File: src/rtl/seg_scan_ctrl.sv
// Four-digit multiplexed 7-segment scanner. It blanks each digit slot briefly before driving it.
// New display data is double-buffered so that it only takes effect on a frame boundary.
module seg_scan_ctrl #(
  parameter int SCAN_DIV  = 25_000,
  parameter int BLANK_CYC = 500
) (
  input  logic        clk,
  input  logic        rst_n,
  input  logic [15:0] digit_data,
  input  logic [3:0]  dp_in,
  input  logic [3:0]  blank_mask,
  input  logic        load,
  output logic [3:0]  an,
  output logic [6:0]  seg,
  output logic        dp,
  output logic        frame_done
);

  typedef enum logic {
    BLANK = 1'b0,
    DRIVE = 1'b1
  } state_t;

  localparam logic [15:0] SLOT_LAST = 16'(SCAN_DIV - 1);
  localparam logic [15:0] BLANK_END = 16'(BLANK_CYC - 1);

  state_t      state;
  logic [15:0] slot_cnt;
  logic [1:0]  digit_idx;

  logic [15:0] disp_data;
  logic [3:0]  disp_dp;
  logic [3:0]  disp_mask;
  logic [15:0] stg_data;
  logic [3:0]  stg_dp;
  logic [3:0]  stg_mask;
  logic        pending;

  logic        slot_end;
  logic        xfer;
  logic [3:0]  cur_nib;

  assign slot_end = (slot_cnt == SLOT_LAST);
  assign xfer     = slot_end && (digit_idx == 2'd3);
  assign cur_nib  = disp_data[{digit_idx, 2'b00} +: 4];

  // Active-high {g,f,e,d,c,b,a} glyphs.
  function automatic logic [6:0] glyph(input logic [3:0] nib);
    case (nib)
      4'h0: glyph = 7'h3F;
      4'h1: glyph = 7'h06;
      4'h2: glyph = 7'h5B;
      4'h3: glyph = 7'h4F;
      4'h4: glyph = 7'h66;
      4'h5: glyph = 7'h6D;
      4'h6: glyph = 7'h7D;
      4'h7: glyph = 7'h07;
      4'h8: glyph = 7'h7F;
      4'h9: glyph = 7'h6F;
      4'hA: glyph = 7'h77;
      4'hB: glyph = 7'h7C;
      4'hC: glyph = 7'h39;
      4'hD: glyph = 7'h5E;
      4'hE: glyph = 7'h79;
      default: glyph = 7'h71;
    endcase
  endfunction

  always_ff @(posedge clk) begin
    if (!rst_n) begin
      state      <= BLANK;
      slot_cnt   <= '0;
      digit_idx  <= '0;
      an         <= 4'hF;
      seg        <= 7'h7F;
      dp         <= 1'b1;
      frame_done <= 1'b0;
      disp_data  <= '0;
      disp_dp    <= '0;
      disp_mask  <= '0;
      stg_data   <= '0;
      stg_dp     <= '0;
      stg_mask   <= '0;
      pending    <= 1'b0;
    end else begin
      slot_cnt <= slot_end ? 16'd0 : slot_cnt + 16'd1;
      if (slot_end) begin
        digit_idx <= digit_idx + 2'd1;
      end

      case (state)
        BLANK:   if (slot_cnt == BLANK_END) state <= DRIVE;
        default: if (slot_end) state <= BLANK;
      endcase

      // Outputs lag the scan position by one cycle.
      if (state == DRIVE) begin
        an <= ~(4'b0001 << digit_idx);
        if (disp_mask[digit_idx]) begin
          seg <= 7'h7F;
          dp  <= 1'b1;
        end else begin
          seg <= ~glyph(cur_nib);
          dp  <= ~disp_dp[digit_idx];
        end
      end else begin
        an  <= 4'hF;
        seg <= 7'h7F;
        dp  <= 1'b1;
      end

      frame_done <= xfer;

      // A load landing on the transfer cycle bypasses staging and wins over older staged data.
      if (xfer) begin
        if (load) begin
          disp_data <= digit_data;
          disp_dp   <= dp_in;
          disp_mask <= blank_mask;
        end else if (pending) begin
          disp_data <= stg_data;
          disp_dp   <= stg_dp;
          disp_mask <= stg_mask;
        end
        pending <= 1'b0;
      end else if (load) begin
        stg_data <= digit_data;
        stg_dp   <= dp_in;
        stg_mask <= blank_mask;
        pending  <= 1'b1;
      end
    end
  end

endmodule

File: config.mk
export PLATFORM = sky130hd
export DESIGN_NAME = seg_scan_ctrl
export DESIGN_NICKNAME = d
export VERILOG_FILES = /design/src/rtl/seg_scan_ctrl.sv
export SDC_FILE = /design/constraint.sdc
export NUM_CORES = 1
export LEC_CHECK = 0
export BUFFER_PORTS_ARGS = -buffer_cell sky130_fd_sc_hd__buf_2
export CORE_UTILIZATION = 30
export CTS_CLUSTER_DIAMETER = 60
export DETAILED_ROUTE_END_ITERATION = 6
export PLACE_DENSITY = 0.51
export SLEW_MARGIN = 10
export SYNTH_ARGS = -nofsm -noshare
export SYNTH_HDL_FRONTEND = slang
export SYNTH_SLANG_ARGS = --single-unit
export TNS_END_PERCENT = 100
File: constraint.sdc
create_clock -name clk -period 2 [get_ports clk]
set_input_delay 0.1 -clock clk [delete_from_list [all_inputs] [get_ports clk]]
set_output_delay 0.1 -clock clk [all_outputs]
set_load 0.01 [all_outputs]
==> results.ini <==
[run_status]
outcome=completed

[finish]
fin_cells=600
area_growth_pct=22.34
layout_commonest_cell=dfxtp_1
fin_nets=466
mostFrequentLayoutCells=80 x dfxtp_1, 56 x nand2_1, 51 x mux2i_1, 39 x buf_2, 34 x nand3_1
drive_above_1_share=0.2060
diodes=0

[grt]
grt_pass1_vias=2864
grt_pass1_wl_mm=14.33
grt_antenna_before_repair=0
grt_max_degree=84
gr-usage-all-layers=0.1413
grt_overflow=0

[sta]
layout_min_cycle_time_ns=1.874
finClkSkew_ns=0.007028
max_slew_margin=0.5741
report.final.slew_viol_count=0
setup_viol=0
finalHoldViolCount=0
rsz0062_at_grt=no
fmax_mhz=533.7
min_period_over_period=0.9369
worstMarginPinSlew_ns=0.6373
hold_ws_ns=0.01837
tns_ns=0

[worst_hold_path]
hp-class=in -> reg

[floorplanning]
die_area_um2=13040
num_rows=40
initial_core_util=0.3104
die_width_um=114.2
ioPinCount=40
core_area_um2=12160
die_height_um=114.2

[setup_path]
path_cells=ha_1 > buf_4 > o21a_1 > buf_4 > nand3_1 > o211a_1
critPathLaunchType=flop
path_buf_inv=2
cpPeakStageDelay_ns=0.47
crit_required_ns=2.23
critPathTopFamily=buffers and inverters
path_class=reg -> reg
critPathArrivalTime_ns=2.10
end_kind=flop
reg2reg_slack_ns=0.13
crit_fanout=24
cp_slowest_cell=dfxtp_1
crit_top_cell=buf_4

[logic_synthesis]
ys_ff_latch=81
synth-adder-area-share=0.03646
avgSynthCellArea_um2=9.830
synth_top_family_by_area=simple AND/OR/NAND/NOR gates
ys_seq_area_frac=0.4296
syn-num-nets=422
synth.top_cell.area_share=0.4296
syn_area_um2=3775
yosys_warnings=0
synth_compound_area_frac=0.09579
synth_top_area_cell=dfxtp_1
synth_area_leaders=dfxtp_1 43%, mux2i_1 14%, o211a_1 6.4%
synthCells=384
synthMuxAreaShare=0.1740
synth_xor_area_frac=0.03248
synth-simple-area-share=0.1813
synth_cell_types=43

[clock_tree]
numCtsBuffers=9
clk_pin_slew_ns=0.06
cts_sinks=81
cts_tree=yes
clkLatencyLatePin_ns=0.33
cts-root-buf=clkbuf_16
htreeDepth=3
cts_buffer_depth=2

[drt]
routed_wl_mm=8.567
dr.pass1.iters=4
drc=0
initialDrtViolationCount=159
wl_per_cell_um=14.28
vias=2856
viasPerCell=4.760
drt.antenna.violating_nets=0

[placement]
dp_hpwl_mm=5.625
io_buffer_count=39
place_congestion=0.7778
placed_cells=583

[power]
ir_worst_vdd_uv=461.8
p_leak_nw=2.125
p_per_area_nw_per_um2=835.9

[flow_run]
maxCapViolations=0

-- path summary, 6_finish.rpt --
kind	startpoint	endpoint	cells past startpoint
hold / removal	blank_mask[1]	stg_mask[1]	3
hold reg to reg	stg_mask[2]	stg_mask[2]	2
setup reg to reg	digit_idx[1]	disp_data[8]	6
setup / recovery	digit_idx[1]	disp_data[8]	6
-- area by class of cell --
class / instances / area (µm²)
fillers: 1258 / 7543
multi-input cells: 266 / 2002
flip-flops and latches: 81 / 1625
repair buffers: 60 / 385.4
clock buffers: 10 / 229.0
well taps: 168 / 210.2
clock inverters: 5 / 128.9
inverters: 10 / 37.54
-- cell families after synthesis --
family,after synthesis
AOI/OAI and AO/OA,42
muxes,58
DFF,81
buffers and inverters,38
and+or+nand+nor,140
adders and majority gates,11
xor gates and xnor gates,14
-- stage by stage --
| step | area [µm²] | total power, mW | worst slack, ns | utilization |
|---|---|---|---|---|
| finish | 4618 | 3.860 | 0.1261 | 0.3797 |
| global route | 4618 | 3.995 | 0.003721 | 0.3797 |
| CTS | 4596 | 3.918 | 0.01721 | 0.3779 |
| detailed placement | 4214 | 1.910 | -0.1240 | 0.3465 |
| global placement | 4214 | 1.903 | -0.02514 | 0.3465 |
| floorplan | 3775 | 1.836 | 0.2085 | - |
-- metal layers --
layer	routed length, µm	vias up	GRT usage
li1	-	1448	-
met1	4224	1347	0.1821
met2	3920	53	0.2327
met3	326	8	0.03653
met4	95	0	0.04069
met5	0	-	0
-- power breakdown --
part | internal, mW | switching (mW)
combinational | 0.0930 | 0.113
clock | 1.34 | 0.647
sequential | 1.65 | 0.0166
total | 3.08 | 0.777
-- cell usage after synthesis, drive strengths merged --
library cell and n:
nor3 1, o221ai 4, a31oi 1, nand4 6, xnor2 8, inv 10
or2 1, nor2b 2, and4 5, mux4 6, and4bb 1, nand3 34
dfxtp 81, and2 3, nor3b 1, and3 2, o32ai 1, nand2b 3
a21oi 5, ha 11, clkbuf 12, nor2 18, and3b 1, buf 16
o21ai 2, or4 1, nor4 5, o31ai 1, nand2 56, o211a 24
o211ai 1, o21a 1, a21boi 1, mux2 1, o22ai 1, xor2 6
mux2i 51
-- worst min-delay path, delay by kind of cell --
kind / cells / cell delay, ns
mux: 1 / 0.05
simple gates: 1 / 0.05
buf+inv: 1 / 0.10
-- state kept, by name (all words and copies together) (netlist names), 2 cells and up --
signal     cells
an             4
slot_cnt      16
stg_data      16
digit_idx      2
disp_dp        4
disp_data     16
disp_mask      4
seg            7
stg_mask       4
stg_dp         4
-- what timing repair did --
action	4_1_cts	5_1_grt
setup endpoints to repair	46	40
buffers inserted	0	1
hold buffers	0	0
cloned	1	0
gates resized for setup	3	3
pin swaps	1	1
Note: power is estimated with default switching activity, not from simulation.
